===== config.mk =====
export PLATFORM = sky130hd
export DESIGN_NAME = uart_tx_arbiter_flat
export DESIGN_NICKNAME = d
export VERILOG_FILES = /design/src/rtl/uart_arb_pkg.sv /design/src/rtl/uart_tx_arbiter_if.sv /design/src/rtl/uart_tx_arbiter_rr_pick.sv /design/src/rtl/uart_tx_arbiter.sv /design/src/flat_wrapper.sv
export SDC_FILE = /design/constraint.sdc
export NUM_CORES = 1
export LEC_CHECK = 0
export BUFFER_PORTS_ARGS = -buffer_cell sky130_fd_sc_hd__buf_2
export CORE_MARGIN = 3
export CORE_UTILIZATION = 53
export CTS_CLUSTER_DIAMETER = 30
export CTS_CLUSTER_SIZE = 30
export DETAILED_ROUTE_END_ITERATION = 10
export HOLD_SLACK_MARGIN = 0.12
export PLACE_DENSITY = 0.94
export SLEW_MARGIN = 20
export SYNTH_ARGS = -nofsm -noshare
export SYNTH_HDL_FRONTEND = slang
export SYNTH_HIERARCHICAL = 1
export SYNTH_SLANG_ARGS = --single-unit

===== constraint.sdc =====
create_clock -name clk -period 5.24 [get_ports clk]
set_input_delay 0.786 -clock clk [delete_from_list [all_inputs] [get_ports clk]]
set_output_delay 0.786 -clock clk [all_outputs]
set_load 0.005 [all_outputs]

===== src/rtl/uart_arb_pkg.sv =====
// Shared definitions for the UART transmit arbiter: FSM encoding and NREQ bounds.
package uart_arb_pkg;

  localparam int NREQ_MIN = 2;
  localparam int NREQ_MAX = 8;

  typedef enum logic [1:0] {
    ST_IDLE      = 2'd0,
    ST_SEND      = 2'd1,
    ST_WAIT_BUSY = 2'd2,
    ST_WAIT_DONE = 2'd3
  } arb_state_e;

  // Index width for a vector of n entries; never narrower than one bit.
  function automatic int idx_w(input int n);
    return (n > 1) ? $clog2(n) : 1;
  endfunction

endpackage


===== src/rtl/uart_tx_arbiter_if.sv =====
// Requester byte streams, uart_tx handshake and arbiter status in one bundle.
interface uart_tx_arbiter_if #(
  parameter int NREQ = 4
);
  logic [NREQ-1:0]      req_valid;
  logic [NREQ-1:0][7:0] req_data;
  logic [NREQ-1:0]      req_last;
  logic [NREQ-1:0]      req_ready;
  logic [7:0]           tx_data;
  logic                 tx_start;
  logic                 tx_ready;
  logic [NREQ-1:0]      grant;
  logic                 busy;
  logic                 drop;

  // Requesters plus the uart_tx instance.
  modport master (
    output req_valid, req_data, req_last, tx_ready,
    input  req_ready, tx_data, tx_start, grant, busy, drop
  );

  // The arbiter itself.
  modport slave (
    input  req_valid, req_data, req_last, tx_ready,
    output req_ready, tx_data, tx_start, grant, busy, drop
  );
endinterface


===== src/rtl/uart_tx_arbiter_rr_pick.sv =====
// Round-robin winner select: first set request at or above ptr, with wrap.
module rr_pick
  import uart_arb_pkg::*;
#(
  parameter int NREQ = 4,
  parameter int IW   = idx_w(NREQ)
) (
  input  logic [NREQ-1:0] req,
  input  logic [IW-1:0]   ptr,
  output logic [NREQ-1:0] win,
  output logic [IW-1:0]   idx
);

  logic found;
  int   c;

  // Walk NREQ slots starting at ptr; the first requester hit wins.
  always_comb begin
    win   = '0;
    idx   = '0;
    found = 1'b0;
    c     = 0;
    for (int k = 0; k < NREQ; k++) begin
      c = int'(ptr) + k;
      if (c >= NREQ) c = c - NREQ;
      if (!found && req[c]) begin
        found  = 1'b1;
        win[c] = 1'b1;
        idx    = IW'(c);
      end
    end
  end

endmodule


===== src/rtl/uart_tx_arbiter.sv =====
// Shares one uart_tx between NREQ byte streams; a grant covers a whole message.
module uart_tx_arbiter
  import uart_arb_pkg::*;
#(
  parameter int NREQ     = 4,
  parameter int HOLD_MAX = 0
) (
  input logic              clk,
  input logic              rst,
  uart_tx_arbiter_if.slave bus
);

  localparam int IW = idx_w(NREQ);
  localparam int HW = idx_w(HOLD_MAX + 1);

  arb_state_e      state_q, state_d;
  logic [NREQ-1:0] grant_q, grant_d;
  logic            busy_q, busy_d;
  logic            tx_start_q, tx_start_d;
  logic            drop_q, drop_d;
  logic            last_q, last_d;
  logic [7:0]      tx_data_q, tx_data_d;
  logic [IW-1:0]   ptr_q, ptr_d;
  logic [IW-1:0]   owner_q, owner_d;
  logic [HW-1:0]   hold_q, hold_d;

  logic [NREQ-1:0] pick_win;
  logic [IW-1:0]   pick_idx;
  logic            owner_valid;
  logic            accept;
  logic [IW-1:0]   next_ptr;

  rr_pick #(.NREQ(NREQ), .IW(IW)) u_pick (
    .req (bus.req_valid),
    .ptr (ptr_q),
    .win (pick_win),
    .idx (pick_idx)
  );

  assign owner_valid = bus.req_valid[owner_q];
  assign accept      = (state_q == ST_SEND) && bus.tx_ready && owner_valid;
  assign next_ptr    = (owner_q == IW'(NREQ - 1)) ? '0 : owner_q + 1'b1;

  // Only the owner may hand over a byte, and only while uart_tx is idle.
  assign bus.req_ready = (state_q == ST_SEND) ? (grant_q & {NREQ{bus.tx_ready}}) : '0;

  assign bus.tx_data  = tx_data_q;
  assign bus.tx_start = tx_start_q;
  assign bus.grant    = grant_q;
  assign bus.busy     = busy_q;
  assign bus.drop     = drop_q;

  // Next-state and registered-output logic for the grant/transmit sequence.
  always_comb begin
    state_d    = state_q;
    grant_d    = grant_q;
    busy_d     = busy_q;
    tx_start_d = 1'b0;
    drop_d     = 1'b0;
    last_d     = last_q;
    tx_data_d  = tx_data_q;
    ptr_d      = ptr_q;
    owner_d    = owner_q;
    hold_d     = hold_q;
    case (state_q)
      ST_IDLE: begin
        if (|bus.req_valid) begin
          grant_d = pick_win;
          owner_d = pick_idx;
          busy_d  = 1'b1;
          hold_d  = '0;
          state_d = ST_SEND;
        end
      end
      ST_SEND: begin
        if (accept) begin
          tx_data_d  = bus.req_data[owner_q];
          last_d     = bus.req_last[owner_q];
          tx_start_d = 1'b1;
          hold_d     = '0;
          state_d    = ST_WAIT_BUSY;
        end else if (HOLD_MAX != 0 && !owner_valid) begin
          // Owner went quiet mid-message: revoke once the idle count reaches HOLD_MAX.
          if (int'(hold_q) + 1 >= HOLD_MAX) begin
            drop_d  = 1'b1;
            grant_d = '0;
            busy_d  = 1'b0;
            ptr_d   = next_ptr;
            hold_d  = '0;
            state_d = ST_IDLE;
          end else begin
            hold_d = hold_q + 1'b1;
          end
        end
      end
      ST_WAIT_BUSY: begin
        // tx_ready may linger high after start; wait until uart_tx goes busy.
        if (!bus.tx_ready) state_d = ST_WAIT_DONE;
      end
      ST_WAIT_DONE: begin
        if (bus.tx_ready) begin
          if (last_q) begin
            grant_d = '0;
            busy_d  = 1'b0;
            ptr_d   = next_ptr;
            state_d = ST_IDLE;
          end else begin
            state_d = ST_SEND;
          end
        end
      end
      default: state_d = ST_IDLE;
    endcase
  end

  // State and output registers; reset abandons any character in flight.
  always_ff @(posedge clk) begin
    if (rst) begin
      state_q    <= ST_IDLE;
      grant_q    <= '0;
      busy_q     <= 1'b0;
      tx_start_q <= 1'b0;
      drop_q     <= 1'b0;
      last_q     <= 1'b0;
      tx_data_q  <= 8'h00;
      ptr_q      <= '0;
      owner_q    <= '0;
      hold_q     <= '0;
    end else begin
      state_q    <= state_d;
      grant_q    <= grant_d;
      busy_q     <= busy_d;
      tx_start_q <= tx_start_d;
      drop_q     <= drop_d;
      last_q     <= last_d;
      tx_data_q  <= tx_data_d;
      ptr_q      <= ptr_d;
      owner_q    <= owner_d;
      hold_q     <= hold_d;
    end
  end

endmodule


===== src/flat_wrapper.sv =====
// flat-port wrapper written by rule: the top's interface ports become plain ports
module uart_tx_arbiter_flat import uart_arb_pkg::*;
#(
  parameter int NREQ     = 4,
  parameter int HOLD_MAX = 0
)
  (clk, rst, bus_req_valid, bus_req_data, bus_req_last, bus_tx_ready, bus_req_ready, bus_tx_data, bus_tx_start, bus_grant, bus_busy, bus_drop);
  uart_tx_arbiter_if #(.NREQ(NREQ)) bus_i ();
  input logic clk;
  input logic rst;
  input wire logic [$bits(bus_i.req_valid)-1:0] bus_req_valid;
  input wire logic [$bits(bus_i.req_data)-1:0] bus_req_data;
  input wire logic [$bits(bus_i.req_last)-1:0] bus_req_last;
  input wire logic [$bits(bus_i.tx_ready)-1:0] bus_tx_ready;
  output wire logic [$bits(bus_i.req_ready)-1:0] bus_req_ready;
  output wire logic [$bits(bus_i.tx_data)-1:0] bus_tx_data;
  output wire logic [$bits(bus_i.tx_start)-1:0] bus_tx_start;
  output wire logic [$bits(bus_i.grant)-1:0] bus_grant;
  output wire logic [$bits(bus_i.busy)-1:0] bus_busy;
  output wire logic [$bits(bus_i.drop)-1:0] bus_drop;
  assign bus_i.req_valid = bus_req_valid;
  assign bus_i.req_data = bus_req_data;
  assign bus_i.req_last = bus_req_last;
  assign bus_i.tx_ready = bus_tx_ready;
  assign bus_req_ready = bus_i.req_ready;
  assign bus_tx_data = bus_i.tx_data;
  assign bus_tx_start = bus_i.tx_start;
  assign bus_grant = bus_i.grant;
  assign bus_busy = bus_i.busy;
  assign bus_drop = bus_i.drop;
  uart_tx_arbiter #(.NREQ(NREQ), .HOLD_MAX(HOLD_MAX)) u_core (.clk(clk), .rst(rst), .bus(bus_i));
endmodule

Word-level counts from Yosys, hierarchy flattened
Cells that the tools add are included.
W data, S select, Z words.
{ "word_totals": {"out_inout_bits": 19, "regBits": 21, "in_bits": 43, "mem_bits_rw": 0, "latchBits": 0, "elab_cells": 122, "mem_count": 0, "rom_bits": 0} }
{ "classes": {"n_mux": 58, "order_cmp": 13, "n_reduce_logical": 21, "n_bitwise": 5, "div_mod_pow": 0, "n_mul": 0, "n_shift": 0, "addsub": 8, "eq_ne": 9} }
{ "ops": {"columns": ["cell", "n"], "rows": [
  ["$ge A32 B1 Y1 const B", 4],
  ["$lt A32 B4 Y1 const B", 4],
  ["$mux W32", 4],
  ["$mux W4", 8],
  ["$mux W1", 22],
  ["$mux W2", 9],
  ["$bmux W8 S2", 1],
  ["$bmux W1 S2", 6],
  ["$or A4 B4 Y4", 3],
  ["$sub A3 B3 Y4 const B", 3],
  ["$ge A3 B3 Y1 const B", 3],
  ["$logic_and A1 B1 Y1", 9],
  ["$demux W1 S2", 4],
  ["$mux W8", 1],
  ["$pmux W2 S4", 1],
  ["$pmux W4 S2", 1],
  ["$reduce_and A4 Y1", 2],
  ["$add A2 B2 Y3 const B", 2],
  ["$eq A2 B2 Y1 const B", 3],
  ["$ne A2 B1 Y1 const B", 3],
  ["$and A4 B4 Y4", 1],
  ["$ne A2 B2 Y1 const B", 2],
  ["$reduce_and A2 Y1", 2],
  ["$reduce_or A4 Y1", 1],
  ["other kinds (13)", 15]
]} }

Logic depth before layout (Yosys ltp)
Gate-level depths: netlist of run 1.
{ "logic_depth": {"depth_word": 17, "mapped_depth": 10, "mapped_depth_nobuf": 9} }

Hierarchy
Netlist of run 1, hierarchy kept.
{ "by_module_without_submodules": {"columns": ["mod", "area_per_inst_um2", "seq_area_each_um2", "cells_per_inst", "instances"], "rows": [
  ["uart_tx_arbiter", 1218.7, 420.4, 112, 1],
  ["rr_pick", 456.7, 0.0, 49, 1]
]} }

Worst setup path before layout of run 1
Ideal clock, no wire load.
{ "synth_path": {"path_type": "register to register", "from": "reg u_core.ptr_q[0]", "to": "reg u_core.owner_q[1]", "stages_incl_launch_ff": 11, "arrival_time_ps": 2296, "period_less_slack_ps": 2362, "setup_slack_ps": 2878, "t_required_ps": 5175, "cell_sequence": "dfxtp_1 -> buf_2 -> inv_1 -> ha_1 -> mux4_2 -> nor2b_4 -> o21ai_1 -> and3_1 -> o22ai_1 -> mux2i_1 -> nor2_1"} }
{ "synth_between": {"elab_chain_len": 15} }
{ "synth_lines": {"columns": ["item", "line_no", "source"], "rows": [
  ["start: declaration", "uart_tx_arbiter.sv:23", "logic [IW-1:0] ptr_q, ptr_d;"],
  ["start signal: assignment", "uart_tx_arbiter.sv:137", "ptr_q <= ptr_d;"],
  ["branches (longest 14 deep; another with $sub A3 B3 Y4)", null, null],
  ["$mux W2 *", "uart_tx_arbiter_rr_pick.sv:26", "if (!found && req[c]) begin"],
  ["via u_core.pick_idx[1]", "uart_tx_arbiter.sv:28", "logic [IW-1:0] pick_idx;"],
  ["end signal: assignment", "uart_tx_arbiter.sv:138", "owner_q <= owner_d;"],
  ["end: declaration", "uart_tx_arbiter.sv:24", "logic [IW-1:0] owner_q, owner_d;"]
]} }
Mark *: on every way through the listed nets, which the timed path passes. The select of a mux whose other input is x is not followed.
A chain may end at the register's enable or synchronous reset.

Worst setup path after layout of run 1
Ends and elaborated chain as after synthesis.

==> metrics, run 1 <==
syn nets=218; RSZ-0062 raised after global routing=false; cell count after placement=255; Placeable Area=2880 µm²; total grt overflow=0; Tmin final=2.89 ns; Cell Count, Final, Fillers Out=259; status=completed; Die H=62.2 µm; Fin. Hold Viols=0; Post-CTS Setup Inserts=0; Syn Area/Cell=10.4 µm²; Avg WL per Cell=17.1 µm; Clock Latency Late Sink=0.30 ns; final instance area=2000 µm²; fin util=0.695; top cells by area, synth=dfxtp_1 (25%), mux4_2 (16%), ha_1 (10%); CTS Buffer Depth=2; DP Area=1970 µm²; clk sinks=21; pwr/cell area=287 nW/µm²; clk root buf=clkbuf_4; DRT Pass-1 Iters=4; via/cell ratio=6.02; VDD IR max=171 µV; slew margin rel.=0.460; fmax=347 MHz; cts bufs inserted=3; Remaining DRCs=0; Critical Path Fanout Max=17; element type at the critical path end=flop; layout cells sized above 1=0.382; Worst-path clk slew=0.11 ns; htree depth=1; Max Cap Viol=0; CTS Hold Buffers Added=0; Routed Antenna Nets=0; 1st-iter DRT viols=81; Arr. time, crit path=3.13 ns; synth unique cells=45; worst hold path type=flop to flop; I/O Buffers=60; largest net degree at the start of global routing=23; diode count=0; Std-Cell Rows=19; Setup violations, final=0; Via Count=1,559; number of I/O pins=62; Fin Clk Skew=0.00446 ns; synth-to-layout area growth=19.3%; Seq/Total Area, Yosys=0.251; Total Neg Setup Slack=0 ns; CTS tree=built; Tot GR Track Use=0.227; final slew viol count=0; commonest non-fill, non-tap cell in the layout=buf_2; yosys warns=6; Post-Syn Instances=161; crit path kind=flop to flop; Die Area=3870 µm²; gpl congestion=0.820; most frequent cells in the layout=buf_2 (60), nor2_1 (23), dfxtp_1 (21), mux2i_1 (15), ha_1 (14); Seq cells post-synth=21; Worst Tran Pin Value=0.809 ns; post-CTS resize count=0; Critical Path RT=5.48 ns; Die X=62.2 µm; Yosys top cell area share=0.251; Startpoint Class=flop; DRT Wirelength=4.44 mm; initial antenna violation count=0; Leak Pwr=0.949 nW; cell taking the most area after synthesis=dfxtp_1; period utilization=0.551; vias in the first global route=1,551; Final HPWL DP=3.33 mm; Final #Nets=275; first-pass GRT wire length=7.16 mm; Initial Util=0.582; area of the mapped netlist=1680 µm²
-- per-layer routing --
layer | GRT usage | routed length (µm) | part of all wire
met1 | 0.272 | 1730 | 0.39
met5 | 0 | 0 | 0
met3 | 0.0342 | 315 | 0.071
met2 | 0.411 | 2330 | 0.52
met4 | 0.0773 | 64 | 0.014
-- worst paths after layout --
path                                            start                     to  slack, ns  cells past startpoint
worst min register to register  u_core/bus.tx_data[4]  u_core/bus.tx_data[4]       0.51                      2
worst max register to register        u_core/ptr_q[0]      u_core/owner_q[1]       2.35                      9
worst max-delay path                  u_core/ptr_q[0]      u_core/owner_q[1]       2.35                      9
worst min-delay path            u_core/bus.tx_data[4]  u_core/bus.tx_data[4]       0.51                      2
-- synth_stat cells, drive strengths merged --
cell type / instances
ha: 14
o221ai: 1
nor3: 3
a22o: 2
nand2: 2
buf: 5
nor2b: 2
o21a: 1
nor2: 23
conb: 1
o22ai: 1
and2: 1
a211oi: 1
mux2i: 15
mux2: 2
or3: 1
dfxtp: 21
nand2b: 5
o41ai: 1
clkbuf: 3
a22oi: 12
a21oi: 3
mux4: 14
nor4: 1
o21bai: 1
nand3b: 1
and3: 5
o21ai: 7
inv: 6
a211o: 1
nand3: 2
a221oi: 1
o31ai: 1
a32oi: 1
-- worst max-delay path, cell delays in order, from the launching register on --
cell,delay (ns)
dfxtp_1,0.76
inv_1,0.22
ha_1,0.47
mux4_2,0.47
nor2b_4,0.23
o21ai_1,0.10
and3_1,0.20
o22ai_1,0.15
mux2i_1,0.10
nor2_1,0.12
-- report_power, final --
group          internal (mW)  total, mW  switching (mW)
Sequential             0.186      0.220          0.0338
Combinational          0.133      0.279           0.146
Clock                 0.0296     0.0756          0.0459
-- through the flow --
stage | setup slack, ns | hold slack (ns) | power, mW
floorplan | 2.88 | 0.483 | 0.415
global placement | 2.63 | 0.471 | 0.476
detailed placement | 2.41 | 0.490 | 0.494
CTS | 2.36 | 0.515 | 0.573
global route | 2.16 | 0.535 | 0.612
finish | 2.35 | 0.511 | 0.575
-- flip-flops by register name, indices dropped and copies added, names as in the netlist --
name and cells:
u_core/ptr_q 2, u_core/last_q 1, u_core/bus.tx_data 8, u_core/owner_q 2, u_core/bus.grant 4, u_core/bus.busy 1
u_core/state_q 2, u_core/bus.tx_start 1
-- area by class of cell --
| type | count | area, µm² |
|---|---|---|
| clock buffer | 4 | 26.3 |
| fill | 219 | 877 |
| inverter | 6 | 22.5 |
| multi-input combinational | 126 | 1180 |
| sequential | 21 | 420 |
| tap | 42 | 52.6 |
| timing repair buffer | 60 | 300 |
-- cells by family (layout without fill, tap and decap cells) --
logic type | Yosys count | in the layout | share of synthesized area
other cells | 1 | 1 | 0.00224
simple gates | 46 | 46 | 0.150
compound gates | 34 | 34 | 0.150
buf+inv | 14 | 70 | 0.0463
flops | 21 | 21 | 0.251
fa+ha+maj | 14 | 14 | 0.105
mux | 31 | 31 | 0.296
No activity file was read; power rests on OpenSTA's default activity.
==> inputs of run 2 (changes only) <==
CORE_UTILIZATION = 45   (was 53)
PLACE_DENSITY = 0.86   (was 0.94)
clock period = 2.5 ns   (was 5.24 ns; I/O delays follow)
==> run 2 against run 1 <==
Non-clock buffer count increased by 4. Sequential cell count unchanged. Global-route usage decreased by 4.3 points. Clock power increased to 2.9 times the previous value. Hold slack got worse by 0.021 ns. Critical path type unchanged. Combinational power increased by 120%. Critical path depth unchanged.
==> metrics, run 2 (synthesized netlist as in run 1, its figures left out) <==
FF-to-FF path depth=9 (unchanged); Max Cap Viol=0 (unchanged); slew margin rel.=0.653 (was 0.460); Setup violations, final=0 (unchanged); setup ws final=0.312 ns (was 2.35 ns); diode count=0 (unchanged); critical path endpoint=u_core/owner_q[1] (unchanged); total grt overflow=0 (unchanged); Avg WL per Cell=15.2 µm (was 17.1 µm); Final #Nets=279 (was 275); Bufs and invs on worst path=1 (unchanged); number of flip-flops in the largest register=8 (unchanged); element type at the critical path end=flop (unchanged); worst hold path type=flop to flop (unchanged); via/cell ratio=5.63 (was 6.02); Die X=67.0 µm (was 62.2 µm); Std-Cell Rows=21 (was 19); RSZ-0062 raised after global routing=false (unchanged); Die Area=4490 µm² (was 3870 µm²); Via Count=1,503 (was 1,559); worst path cell trace=inv_1 -> ha_1 -> mux4_2 -> nor2b_4 -> o21ai_1 -> and3_1 -> o22ai_1 -> mux2i_1 -> nor2_1 (unchanged); vias in the first global route=1,361 (was 1,551); worst slack, placed=0.346 ns (was 2.41 ns); post-CTS resize count=0 (unchanged); Remaining DRCs=0 (unchanged); Startpoint Class=flop (unchanged); Tot Pwr=1.25 mW (was 0.575 mW); crit path kind=flop to flop (unchanged); RR Startpoint=u_core/ptr_q[1] (was u_core/ptr_q[0]); Worst path slowest cell=mux4_2 (was dfxtp_1); Cell Count, Final, Fillers Out=267 (was 259); fmax=457 MHz (was 347 MHz); Clock Latency Late Sink=0.26 ns (was 0.30 ns); DRT Wirelength=4.05 mm (was 4.44 mm); cts bufs inserted=3 (unchanged); CTS Buffer Depth=2 (unchanged); largest net degree at the start of global routing=23 (unchanged); area of the multi-input gates=1180 µm² (unchanged); number of I/O pins=62 (unchanged); CTS Hold Buffers Added=0 (unchanged); final slew viol count=0 (unchanged); most frequent cells in the layout=buf_2 (60), nor2_1 (23), dfxtp_1 (21), mux2i_1 (15), ha_1 (14) (unchanged); Critical R2R Capture=u_core/owner_q[1] (unchanged); first-pass GRT wire length=6.40 mm (was 7.16 mm); Crit. path cell count=9 (unchanged); 1st-iter DRT viols=118 (was 81); worst setup path start=u_core/ptr_q[1] (was u_core/ptr_q[0]); final-layout fill cell count=306 (was 219); cell count after placement=263 (was 255); pwr/cell area=611 nW/µm² (was 287 nW/µm²); clk root buf=clkbuf_8 (was clkbuf_4); commonest non-fill, non-tap cell in the layout=buf_2 (unchanged); initial antenna violation count=0 (unchanged); clk sinks=21 (unchanged); flop-to-flop setup slack=0.31 ns (was 2.35 ns); Max stage delay on crit path=0.47 ns (was 0.76 ns); worst hold slack=0.490 ns (was 0.511 ns); Critical Path Fanout Max=8 (was 17); Tot GR Track Use=0.183 (was 0.227); CTS tree=built (unchanged); layout cells sized above 1=0.398 (was 0.382); cell family with most CP delay=multiplexers (was flip-flops); Arr. time, crit path=2.38 ns (was 3.13 ns); Tmin final=2.19 ns (was 2.89 ns); Fin Clk Skew=0.00162 ns (was 0.00446 ns); Worst-path clk slew=0.07 ns (was 0.11 ns); gpl congestion=0.871 (was 0.820); VDD IR max=433 µV (was 171 µV); htree depth=1 (unchanged); Placeable Area=3470 µm² (was 2880 µm²); Fin. Hold Viols=0 (unchanged); Post-CTS Setup Inserts=0 (unchanged); Routed Antenna Nets=0 (unchanged); Initial Util=0.483 (was 0.582); Worst Tran Pin Value=0.514 ns (was 0.809 ns); Die H=67.0 µm (was 62.2 µm); DRT Pass-1 Iters=4 (unchanged); I/O Buffers=60 (unchanged); Leak Pwr=0.981 nW (was 0.949 nW); Critical Path RT=2.70 ns (was 5.48 ns); synth-to-layout area growth=22.6% (was 19.3%); Final HPWL DP=3.07 mm (was 3.33 mm); Reg area=420 µm² (unchanged); Total Neg Setup Slack=0 ns (unchanged); min-delay src=u_core/bus.tx_data[3] (was u_core/bus.tx_data[4]); status=completed (unchanged); period utilization=0.875 (was 0.551)
run 2: cell types whose count changed in the layout (fill, tap and decap cells not counted), sizes merged:
cell / before / now
buf: 60 / 64
clkbuf: 4 / 3
clkinv: 0 / 1
run 2: report_power, final:
part           internal (mW)  leakage (nW)  switching (mW)
clock                  0.111        0.0255           0.109
combinational          0.283         0.784           0.319
sequential             0.391         0.171          0.0432
run 2: area by class of cell:
class,count,area share
Inverter,6,0.0110
Sequential cell,21,0.205
Clock inverter,1,0.00244
Clock buffer,3,0.0201
Timing Repair Buffer,64,0.161
Multi-Input combinational cell,126,0.573
Tap cell,46,0.0280
run 2: how the worst min path moves through the flow:
stage | to | depth (start not counted)
after floorplan | u_core/bus.busy | 2
after global placement | u_core/bus.busy | 2
after detailed placement | u_core/bus.tx_data[3] | 2
after CTS | u_core/bus.tx_data[3] | 2
after global routing | u_core/bus.tx_data[3] | 2
final | u_core/bus.tx_data[3] | 2
run 2: worst reg2reg max path: stages, from the launching register on:
cell and delay (ns):
dfxtp_1 0.34, inv_1 0.11, ha_1 0.42, mux4_2 0.47, nor2b_4 0.21, o21ai_1 0.09, and3_1 0.18, o22ai_1 0.12
mux2i_1 0.09, nor2_1 0.11
run 2: metrics by stage:
stage | instance area [µm²] | utilization
finish | 2050 | 0.592
global placement | 2010 | 0.579
floorplan | 1680 | -
CTS | 2050 | 0.592
detailed placement | 2010 | 0.579
global route | 2050 | 0.592
run 2: per-layer routing:
layer  GRT usage  vias up  share of wire
met5           0        -              0
met4      0.0456        0         0.0057
met3      0.0337        2          0.052
met2       0.312       48           0.54
met1       0.237      722           0.41
li1            -      731              -
